==> src/rtl/store_commit_buffer.sv <==
// store_commit_buffer: in-order committed-store queue from ROB commit to the D-cache write port.
// Optional store-to-load forwarding is built when SB_FWD_EN is defined.
module store_commit_buffer #(
  parameter int SB_DEPTH = 4,
  parameter int ADDR_W   = 32,
  parameter int DATA_W   = 32
) (
  input  logic                        clk,
  input  logic                        rst_n,
  input  logic                        cmt_wr_en,
  input  logic [ADDR_W-1:0]           cmt_wr_addr,
  input  logic [DATA_W-1:0]           cmt_wr_data,
  output logic                        cmt_stall,
  output logic                        mem_req,
  output logic [ADDR_W-1:0]           mem_addr,
  output logic [DATA_W-1:0]           mem_data,
  input  logic                        mem_ready,
  input  logic [ADDR_W-1:0]           ld_addr,
  output logic                        ld_hit,
  output logic [DATA_W-1:0]           ld_data,
  output logic                        sb_empty,
  output logic [$clog2(SB_DEPTH):0]   sb_count
);

  localparam int IDX_W = $clog2(SB_DEPTH);
  localparam int PTR_W = IDX_W + 1;

  logic [PTR_W-1:0]  wr_ptr;
  logic [PTR_W-1:0]  rd_ptr;
  logic [ADDR_W-1:0] addr_q [SB_DEPTH];
  logic [DATA_W-1:0] data_q [SB_DEPTH];
  logic              full;
  logic              empty;
  logic              accept;
  logic              drain;

  // Extra pointer MSB separates the full case from the empty case.
  assign empty  = (wr_ptr == rd_ptr);
  assign full   = (wr_ptr[IDX_W-1:0] == rd_ptr[IDX_W-1:0]) &&
                  (wr_ptr[IDX_W] != rd_ptr[IDX_W]);
  assign accept = cmt_wr_en & ~full;
  assign drain  = ~empty & mem_ready;

  // Stall comes only from registered pointers: a full buffer refuses
  // a commit even while it drains, keeping mem_ready off the ROB path.
  assign cmt_stall = full;
  assign mem_req   = ~empty;
  assign mem_addr  = addr_q[rd_ptr[IDX_W-1:0]];
  assign mem_data  = data_q[rd_ptr[IDX_W-1:0]];
  assign sb_empty  = empty;
  assign sb_count  = wr_ptr - rd_ptr;

  // Pointer update: reset discards every held entry.
  always_ff @(posedge clk) begin
    if (!rst_n) begin
      wr_ptr <= '0;
      rd_ptr <= '0;
    end else begin
      if (accept) wr_ptr <= wr_ptr + 1'b1;
      if (drain)  rd_ptr <= rd_ptr + 1'b1;
    end
  end

  // Entry storage; validity is implied by the pointers, so no reset.
  always_ff @(posedge clk) begin
    if (accept) begin
      addr_q[wr_ptr[IDX_W-1:0]] <= cmt_wr_addr;
      data_q[wr_ptr[IDX_W-1:0]] <= cmt_wr_data;
    end
  end

`ifdef SB_FWD_EN
  logic [PTR_W-1:0] off;
  logic [IDX_W-1:0] idx;

  // Scan oldest to youngest so later matches win; the incoming store wins last.
  always_comb begin
    ld_hit  = 1'b0;
    ld_data = '0;
    off     = '0;
    idx     = '0;
    for (int i = 0; i < SB_DEPTH; i++) begin
      off = PTR_W'(i);
      idx = rd_ptr[IDX_W-1:0] + off[IDX_W-1:0];
      if ((off < sb_count) && (addr_q[idx] == ld_addr)) begin
        ld_hit  = 1'b1;
        ld_data = data_q[idx];
      end
    end
    if (accept && (cmt_wr_addr == ld_addr)) begin
      ld_hit  = 1'b1;
      ld_data = cmt_wr_data;
    end
  end
`else
  // Without forwarding loads must wait for sb_empty; lookup is unused.
  wire unused_ld_addr = &{1'b0, ld_addr};

  assign ld_hit  = 1'b0;
  assign ld_data = '0;
`endif

endmodule
==> config.mk <==
export PLATFORM = sky130hd
export DESIGN_NAME = store_commit_buffer
export DESIGN_NICKNAME = d
export VERILOG_FILES = /design/src/rtl/store_commit_buffer.sv
export SDC_FILE = /design/constraint.sdc
export NUM_CORES = 1
export LEC_CHECK = 0
export CORE_ASPECT_RATIO = 1.1
export CORE_UTILIZATION = 53
export CTS_BUF_LIST = sky130_fd_sc_hd__clkbuf_2
export CTS_CLUSTER_SIZE = 30
export DETAILED_ROUTE_END_ITERATION = 10
export GPL_TIMING_DRIVEN = 0
export PLACE_DENSITY = 0.82
export SLEW_MARGIN = 20
export SYNTH_ARGS = -nofsm -noshare
export SYNTH_HDL_FRONTEND = slang
export SYNTH_SLANG_ARGS = --single-unit
==> constraint.sdc <==
create_clock -name clk -period 4.3 [get_ports clk]
set_input_delay 0.43 -clock clk [delete_from_list [all_inputs] [get_ports clk]]
set_output_delay 0.43 -clock clk [all_outputs]
set_load 0.05 [all_outputs]
# Yosys cells after proc, flatten, opt, wreduce, memory -nomap -nowiden
# Memories as Yosys holds them, arrays and structs flattened. A register that Yosys moved wholly into a read port is not among the register bits.
# Index checks and enable logic that the tools add are counted.
# op_classes
bitwise,4
eq_ne,3
reduce_logical,1
n_addsub,3
mux,6
# ops
op,n
2-bit two-way mux,4
"3-bit by 1-bit adder with 3-bit output, second input constant",2
3-bit == test,1
3-bit subtractor,1
1-bit AND,2
2-bit == test,1
1-bit two-way mux,2
1-bit inverter,2
1-bit logical AND,1
1-bit inequality test,1
# totals
wordCells,21
mem_count,2
out_inout_bits,103
inputBits,100
ram_bits,256
reg_bits,6
# memory_table
name,words,word_bits,read_ports,rd_clocked_by_memory_dff,write_ports,line,source
addr_q,4,32,1,1,1,30,logic [ADDR_W-1:0] addr_q [SB_DEPTH];
data_q,4,32,1,1,1,31,logic [DATA_W-1:0] data_q [SB_DEPTH];

# Logic depth before layout (Yosys ltp)
# Gate-level depths: netlist (run 1).
# logic_depth
word_depth,6
depth_mapped,6
depth_no_buf,5

# Least setup slack after synthesis (run 1)
# OpenSTA, ideal clock, no wires.
# synth_path
path_type,reg2reg
from,register wr_ptr[0]
to,memory addr_q[1][0] (enable)
path_slack_ps,1120
required_time_ps,3871
path_stages_with_launch,7
setup_time_ps,429
n_path_buf,1
period_less_slack_ps,3180
arrival_time_ps,2751
cell_sequence,dfxtp_1 > inv_1 > ha_1 > nand2_1 > buf_2 > o21a_1 > and2_1
# synth_via
elab_chain_cells,6
# synth_lines
item,line,source
start: declaration,28,logic [PTR_W-1:0] wr_ptr;
start signal: assignment,59,if (accept) wr_ptr <= wr_ptr + 1'b1;
2-bit == test,39,assign full = (wr_ptr[IDX_W-1:0] == rd_ptr[IDX_W-1:0]) &&
1-bit logical AND,39,
1-bit inverter,41,assign accept = cmt_wr_en & ~full;
1-bit AND,41,
1-bit two-way mux,66,if (accept) begin
1-bit two-way mux (implied by the code),67,addr_q[wr_ptr[IDX_W-1:0]] <= cmt_wr_addr;
end: declaration,30,
# Several ways; a longest one is shown, not always the timed one.

# Worst setup path in the final report (run 1)
# layout_path
from,register wr_ptr[0]
to,output port cmt_stall
# layout_via
elab_chain_cells,2
# layout_lines
item,line,source
2-bit == test,39,
1-bit logical AND,39,
end: declaration,13,"output logic cmt_stall,"
# Every way passes these cells.

==> results.md, run 1 <==
- Status: complete, no violations
- Critical Path RT: ~3.9 ns
- Starting density of the core: a little over half
- Row cnt: 52
- Minimum clock period: approximately 3.4 ns
- CTS buffer count: 59
- Top-area cell type share of the netlist area: approximately three quarters
- Global-route wire length before repair: ~29 mm
- Core Footprint: around 0.019 mm2
- Layout cells sized above 1: 30.7%
- Placed cell area: around 0.012 mm2
- Routed Antenna Nets: 0
- DIE AREA: between 0.015 and 0.02 mm2
- Placer Congestion: about 0.86
- GRT overflow: 0
- Worst hold start: cmt_wr_addr[7]
- Die W: 134 um
- Port Buffers: 136
- Synth warn: 0
- Initial antenna violation count: 2
- Worst-margin pin slew: 0.579 ns
- H-Tree Depth: 2
- Pins Over Slew Limit: 0
- Resized Gates After CTS: 0
- Register area share after synthesis: roughly 77%
- Fillers: about 1,200
- CP startpoint: wr_ptr[0]
- Final period util: between 70% and 80%
- Final setup viols: 0
- Worst-skew pair later-pin latency: 0.78 ns
- Critical path class: reg -> out
- Unrepaired setup endpoints after global routing: false
- PwrDens: approximately 680 mW/mm2
- CP arrival: roughly 3.0 ns
- Setup crit end kind: output port
- Leakage Power: approximately 4.4 nW
- Post-route DRC: 0
- Final hold viol count: 0
- Post-CTS setup buffer count: 0
- Overall routing resource usage: about 20%
- Vias/cell: ~5.3
- Via count: 5,070
- Total design power: between 0.008 and 0.009 W
- Area leader, netlist: edfxtp_1
- Io pins: 203
- Clock transition at path regs: ~0.10 ns
- Top post-synthesis cells by area: edfxtp_1, mux4_2, buf_4, dfxtp_1, buf_12
- Cell count after synthesis: 437
- Final instance area: roughly 0.013 mm2
- Area Growth Syn to Fin: 24.1%
- Synthesized flop and latch total: 264
- Hold crit path type: in -> reg
- Worst Path Max Fanout: 10
- Relative slew slack: between 60% and 70%
- Iteration-0 DRC Markers: roughly 270
- Setup TNS: 0 ns
- Fmax: approximately 290 MHz
- Yosys cell types: 33
- Drt wl/cell: 19.3 um
- Clock sink count: approximately 260
- Skew final: 0.0311 ns
- Largest net degree at the start of global routing: between 40 and 50
- Die H: roughly 150 um
- Clock buffer depth: 3
- DRT Pass-1 Iters: 8
- WL final: 18.5 mm
- Worst setup SP type: flop
- Vias in the first global route: ~5,500
- Syn Std Cell Area: 0.0101 mm2
- Reg2reg start: wr_ptr[0]
- DP HPWL: roughly 12 mm
- Peak VDD IR: slightly above 1 mV
- Hold buffer count at cts: 1
- Mapped Avg Cell Area: approximately 23 um2
- Fin nets: 779
- Maximum Capacitance Violations: 0
- Clock root buffer: clkbuf_2
- CTS tree: done
cell families after synthesis:
kind of cell	after synthesis	share of synthesized area [%]
AO/OA/AOI/OAI	8	0.678
buffers and inverters	57	4.49
flip-flops	264	77.3
AND/OR/NAND/NOR	32	1.92
multiplexers	65	14.3
XOR/XNOR	2	0.173
other	1	0.0370
adder cells (fa/ha/maj)	8	1.06
cell usage after synthesis:
master / n
mux4_2: 64
mux2_2: 1
nand3_1: 5
and2_1: 5
nand4_1: 5
fa_1: 1
inv_1: 6
and3b_1: 2
o31a_1: 1
a31oi_1: 1
xnor2_1: 2
buf_6: 1
nor3b_1: 1
buf_12: 6
nand3b_1: 3
conb_1: 1
nor2_1: 1
buf_2: 9
o211a_1: 2
o311ai_1: 2
a41oi_1: 1
o21a_1: 1
nor3_1: 1
nor2b_1: 1
nand2_1: 5
clkbuf_2: 1
nand4b_1: 2
buf_4: 33
edfxtp_1: 256
ha_1: 7
dfxtp_1: 8
and4_1: 1
clkbuf_1: 1
state kept, by name (all words and copies together) (netlist names), named ones only:
name / cells
wr_ptr: 3
addr_q: 128
rd_ptr: 3
data_q: 128
worst paths after layout:
kind                                       to  slack, ns  cells past startpoint
worst max-delay path                cmt_stall       0.89                      6
worst min-delay path             addr_q[0][7]       0.27                      1
worst max register to register  data_q[3][10]       1.67                      7
worst min register to register      wr_ptr[0]       0.61                      2
placed cells by master (no fill, tap or decap), types with 6 or more instances in the layout:
master,n
clkbuf_2,96
clkdlybuf4s50_1,136
conb_1,33
dfxtp_1,8
ha_1,7
mux4_2,64
inv_1,6
buf_12,6
buf_4,33
clkinv_1,10
edfxtp_1,256
buf_2,9
final cells by class:
class / count / area [um2] / area share, %
diodes: 2 / 5.00 / 0.0397
plain buffers: 51 / 433 / 3.44
clock buffers: 95 / 475 / 3.78
clock inverters: 12 / 47.5 / 0.378
inverters: 6 / 22.5 / 0.179
multi-input cells: 148 / 1980 / 15.7
flip-flops and latches: 264 / 7850 / 62.3
well taps: 243 / 304 / 2.41
repair buffers: 141 / 1480 / 11.8
per-layer routing:
layer  GRT usage [%]  wire length [um]  share of wire (%)  up-vias
met5               0                 0                  0        -
met4            7.39               344                1.9        0
met3            5.21              1410                7.6       32
met2            35.1             10000                 54      231
met1            22.4              6780                 37     2534
li1                -                 -                  -     2273
per-stage QoR:
stage          setup slack (ns)  instances  hold slack (ns)  util, %
3_5_place_dp               1.72        852            0.572     65.0
4_1_cts                   0.826        960            0.170     67.9
6_report                  0.893        962            0.271     67.9
2_1_floorplan              1.12        469            0.512        -
3_3_place_gp            -0.0557        848            0.524     64.4
5_1_grt                   0.656        961            0.175     67.9
worst max-delay path, cell delays in order, from the launching register on:
cell,delay [ns]
dfxtp_1,0.46
inv_1,0.12
ha_1,0.39
nand2_1,0.10
buf_2,0.19
nor2_1,0.12
clkdlybuf4s50_1,0.81
where the power goes:
part | internal (W) | switching [W]
clock network | 0.000576 | 0.000879
registers | 0.00329 | 0.000107
logic | 0.00138 | 0.00239
total | 0.00524 | 0.00338
No activity file was read; power rests on OpenSTA's default activity.
==> run 2: changes to the inputs <==
clock period = 3.3 ns   (was 4.3 ns; I/O delays follow)
==> results.md, run 2 (same netlist as run 1, synthesis figures left out) <==
- Status: complete, no violations
- GRT overflow: 0
- Hold crit path type: in -> reg
- Worst-margin pin slew: approximately 0.58 ns
- Cells after DPL: 852
- Routed Antenna Nets: 0
- CTS buffer count: 59
- Vias in the first global route: between 5,000 and 6,000
- Fmax: roughly 320 MHz
- WL final: between 15 and 20 mm
- Commonest non-fill, non-tap cells in the layout: edfxtp_1, clkdlybuf4s50_1, clkbuf_2, mux4_2
- R2R cell count: 7
- Placer Congestion: about 0.86
- Commonest non-fill, non-tap cell in the layout: edfxtp_1
- Utilization after layout: 67.9%
- Minimum clock period: between 3 and 4 ns
- Drt wl/cell: 19.2 um
- Final setup viols: 0
- DIE AREA: slightly below 0.02 mm2
- Peak VDD IR: 1.30 mV
- DP HPWL: between 10 and 15 mm
- Post-route DRC: 0
- WHS Path Cells: 1
- Post-CTS setup buffer count: 0
- Pins Over Slew Limit: 0
- Global-route wire length before repair: between 20 and 30 mm
- Relative slew slack: between 60% and 70%
- Worst-skew pair later-pin latency: 0.78 ns
- PwrDens: 890 mW/mm2
- CP arrival: 2.80 ns
- Clock transition at path regs: ~0.10 ns
- Total design power: 0.0112 W
- Leakage Power: 4.39 nW
- Overall routing resource usage: between 15 and 20%
- Die H: 147 um
- Clock buffer depth: 3
- Worst setup SP type: flop
- Iteration-0 DRC Markers: 263
- Largest net degree at the start of global routing: 44
- Unrepaired setup endpoints after global routing: false
- Layout cells sized above 1: 30.7%
- Slowest cell on crit path: clkdlybuf4s50_1
- Clock sink count: ~260
- Starting density of the core: a little over half
- Placed cell area: about 0.012 mm2
- Core Footprint: 0.0185 mm2
- Worst Path Max Fanout: 10
- CP peak stage delay: 0.73 ns
- Skew final: 0.0317 ns
- Clock root buffer: clkbuf_2
- Crit-path cells: buf_6, buf_12, mux4_2, clkdlybuf4s50_1
- Final hold viol count: 0
- Row cnt: 52
- Area Growth Syn to Fin: 24.1%
- Fin nets: just under 800
- Die W: ~130 um
- WHS: 0.170 ns
- DRT Pass-1 Iters: 8
- Critical path class: reg -> out
- Initial antenna violation count: 2
- CTS tree: done
- Final period util: 94.9%
- Critical Path RT: between 2 and 3 ns
- Vias/cell: ~5.3
- Setup crit end kind: output port
- Io pins: slightly above 200
- H-Tree Depth: 2
- Final instance area: 0.0126 mm2
- Via count: a little over 5,000
- Final std cells w/o fill: approximately 960
- Maximum Capacitance Violations: 0
- Port Buffers: between 100 and 150
==> run 2: final cells by class <==
cell class,count,area (um2)
buffer,51,433
clock buffer,95,475
antenna,2,5.00
clock inverter,12,47.5
tap,243,304
sequential,264,7850
inverter,6,22.5
timing repair buffer,141,1480
multi-input combinational,148,1980
fill,1196,5950
==> run 2: final timing paths <==
| check | from | end | slack [ns] |
|---|---|---|---|
| max | flop | mem_addr[30] | 0.17 |
| min | cmt_wr_addr[7] | addr_q[0][7] | 0.17 |
| max reg2reg | wr_ptr[0] | data_q[3][10] | 0.69 |
| min reg2reg | wr_ptr[0] | wr_ptr[0] | 0.59 |
==> run 2: worst max-delay path, delay by kind of cell, from the launching register on <==
family	cells	cell delay, ns
buffers and inverters	3	1.14
muxes	1	0.54
DFF	1	0.35
==> run 2: repair_timing <==
action                                  4_1_cts  5_1_grt
resized for setup                             3        1
hold endpoints to repair                      3        0
cloned                                        0        0
endpoints found under the setup margin        3        1
hold buffers                                  1        0
==> run 2: report_power, final <==
part / switching (W) / leakage, nW / internal (W) / total, W
Combinational: 0.00311 / 1.56 / 0.00177 / 0.00489
Sequential: 0.000138 / 2.42 / 0.00428 / 0.00442
Clock: 0.00114 / 0.418 / 0.000750 / 0.00189
==> run 2: layer usage <==
| metal | global-route usage, % | vias up | part of all wire, % |
|---|---|---|---|
| met5 | 0 | - | 0 |
| met4 | 7.39 | 0 | 1.8 |
| met3 | 5.21 | 30 | 7.6 |
| met2 | 35.1 | 223 | 54 |
| met1 | 22.4 | 2549 | 37 |
| li1 | - | 2271 | - |
==> run 2: metrics by stage <==
| step | setup TNS (ns) | setup WS, ns |
|---|---|---|
| after detailed placement | 0 | 0.719 |
| after floorplan | 0 | 0.120 |
| after global routing | 0 | 0.00706 |
| after CTS | 0 | 0.0565 |
| final | 0 | 0.167 |
| after global placement | -268.11 | -1.06 |
==> run 3: changes to the inputs <==
ABC_AREA = 1   (was unset)
==> results.md, run 3 <==
- Crit. path cell count: 7
- Largest net degree at the start of global routing: 45
- Final hold viol count: 0
- Final instance area: approximately 0.013 mm2
- H-Tree Depth: 2
- CP peak stage delay: between 0.7 and 0.8 ns
- Initial antenna violation count: 1
- Minimum clock period: 3.12 ns
- Worst reg2reg path endpoint: data_q[1][31]
- DRT Pass-1 Iters: 5
- Mapped Avg Cell Area: about 14 um2
- Clock sink count: 264
- Unrepaired setup endpoints after global routing: false
- Post-synth top cells: edfxtp_1, nor2_1, o21ai_0
- CTS tree: done
- Worst setup SP type: flop
- Maximum Capacitance Violations: 0
- Cell count after synthesis: roughly 730
- Post-synth top flop: edfxtp_1
- Setup crit end kind: output port
- Vias in the first global route: 6,561
- Post-route DRC: 0
- Drt wl/cell: 17.8 um
- Final std cells w/o fill: between 1,000 and 1,500
- Port Buffers: between 100 and 150
- CP startpoint: rd_ptr[1]
- Routed Antenna Nets: 0
- Critical path class: reg -> out
- Final setup viols: 0
- Placed cell area: 0.0123 mm2
- Syn Std Cell Area: between 0.01 and 0.015 mm2
- Count leader, synth: edfxtp_1
- Cells after DPL: between 1,000 and 1,500
- Overall routing resource usage: between 20 and 25%
- Global-route wire length before repair: ~34 mm
- CP arrival: around 2.8 ns
- Slowest cell on crit path: clkdlybuf4s50_1
- Clock transition at path regs: between 0.1 and 0.15 ns
- Yosys cell types: 22
- WP buf/inv: 4
- Die W: around 130 um
- Worst Path Max Fanout: 4
- Top-area cell type share of the netlist area: between 70% and 80%
- Worst-margin pin slew: 0.577 ns
- Hold crit path type: in -> reg
- Top post-synthesis cells by area: edfxtp_1, nor2_1, o22ai_1, o21ai_0, o21ai_1
- Crit-path leading delay family: buffers and inverters
- GRT overflow: 0
- Pins Over Slew Limit: 0
- Fmax: 321 MHz
- Worst slack, placed: between 0.7 and 0.8 ns
- Commonest non-fill, non-tap cells in the layout: edfxtp_1, nor2_1, clkbuf_2, o21ai_0, clkdlybuf4s50_1
- Skew final: 0.0480 ns
- Most used cell along the critical path: inv_1
- Worst Setup EP: cmt_stall
- WL final: 22.3 mm
- Leakage Power: roughly 4.8 nW
- Fin nets: approximately 1,100
- Row cnt: 52
- Total design power: ~0.0086 W
- Synth warn: 0
- Worst setup margin: 0.185 ns
- Via count: between 6,000 and 7,000
- DIE AREA: between 0.015 and 0.02 mm2
- Post-synth EDFFs: between 200 and 300
- Final period util: between 90% and 100%
- R2R cell count: 9
- Starting density of the core: between 50% and 60%
- Clock root buffer: clkbuf_2
- Relative slew slack: about three fifths
- Iteration-0 DRC Markers: approximately 420
- Io pins: 203
- Post-CTS setup buffer count: 0
- Status: complete, no violations
- Die H: between 100 and 150 um
- Core Footprint: roughly 0.019 mm2
- Clock buffer depth: 3
- DP HPWL: 13.8 mm
- Peak VDD IR: roughly 0.5 mV
- Area leader, netlist: edfxtp_1
- Register area share after synthesis: between 70% and 80%
- Critical Path RT: around 3.0 ns
- R2R Setup Slk: 0.70 ns
- Commonest non-fill, non-tap cell in the layout: edfxtp_1
- Area Growth Syn to Fin: 24.8%
- Reg2reg start: wr_ptr[0]
- FFs w/ async S/R, synth: 0%
- Synthesized flop and latch total: 264
- Layout cells sized above 1: between 15 and 20%
- Worst-skew pair later-pin latency: just over 0.8 ns
- Placer Congestion: ~0.74
- Vias/cell: ~5.3
- Crit-path cells: inv_1, ha_1, nand2_1, inv_1, nand3_1, inv_1, clkdlybuf4s50_1
- PwrDens: just under 700 mW/mm2
- CTS buffer count: between 50 and 60
==> run 3: cell count changes in the layout (fill, tap and decap cells not counted), sizes merged, moves of 5 or more <==
cell | previous run | this run
nand2 | 5 | 18
inv | 6 | 21
nor2 | 1 | 140
and2 | 5 | 0
mux4 | 64 | 0
clkdlybuf4s50 | 132 | 71
nand4 | 5 | 0
o21ai | 0 | 128
o22ai | 0 | 64
clkbuf | 97 | 108
dlygate4sd2 | 3 | 61
buf | 53 | 67
==> run 3: where the power goes <==
part           total, W  leakage [nW]  switching (W)  internal (W)
combinational   0.00275          1.98        0.00199      0.000760
clock           0.00198         0.416        0.00119      0.000796
sequential      0.00390          2.42      0.0000460       0.00385
==> run 3: kinds of logic after synthesis <==
family,count (synthesis),share of synthesized area (%)
DFF,264,76.5
AOI/OAI and AO/OA,195,10.3
and+or+nand+nor,163,6.05
buffers and inverters,94,5.93
adders and majority gates,8,1.05
xor gates and xnor gates,1,0.0854
other,1,0.0366
==> run 3: cell type report <==
class	count	area [um2]
sequential	264	7850
multi-input combinational	400	1940
tap	243	304
clock buffer	90	450
fill	1363	5880
antenna	1	2.50
buffer	74	533
timing repair buffer	147	1560
clock inverter	14	80.1
inverter	20	80.1
==> run 3: metrics by stage <==
step / setup TNS [ns] / utilization (%) / hold WS, ns
global placement: -598.66 / 64.5 / 0.533
detailed placement: 0 / 66.0 / 0.548
CTS: 0 / 68.5 / 0.0415
global route: 0 / 68.5 / 0.0607
finish: 0 / 68.5 / 0.122
floorplan: -186.10 / - / 0.429
==> run 3: how the worst min path moves through the flow <==
stage / from / to / slack, ns / cells after the start
2_1_floorplan: cmt_wr_addr[0] / addr_q[0][0] / 0.43 / 0
3_3_place_gp: wr_ptr[2] / wr_ptr[2] / 0.53 / 3
3_5_place_dp: rd_ptr[2] / rd_ptr[2] / 0.55 / 2
4_1_cts: cmt_wr_addr[0] / addr_q[1][0] / 0.04 / 1
5_1_grt: cmt_wr_data[5] / data_q[0][5] / 0.06 / 1
6_report: cmt_wr_addr[23] / addr_q[1][23] / 0.12 / 1
==> run 3: repair_timing <==
action,4_1_cts,5_1_grt
hold endpoints to repair,0,0
hold buffers,0,0
endpoints found under the setup margin,62,7
gates resized for setup,63,8
==> run 3: routing by layer <==
metal | track usage, % | part of all wire [%]
met1 | 28.2 | 39
met2 | 39.2 | 51
met3 | 5.73 | 8.6
met4 | 7.53 | 1.6
met5 | 0 | 0
==> run 3: worst register-to-register path, delay by kind of cell (launching register included) <==
kind / cells / cell delay [ns]
simple gates: 4 / 0.99
buf+inv: 4 / 0.58
fa+ha+maj: 1 / 0.33
flops: 1 / 0.38
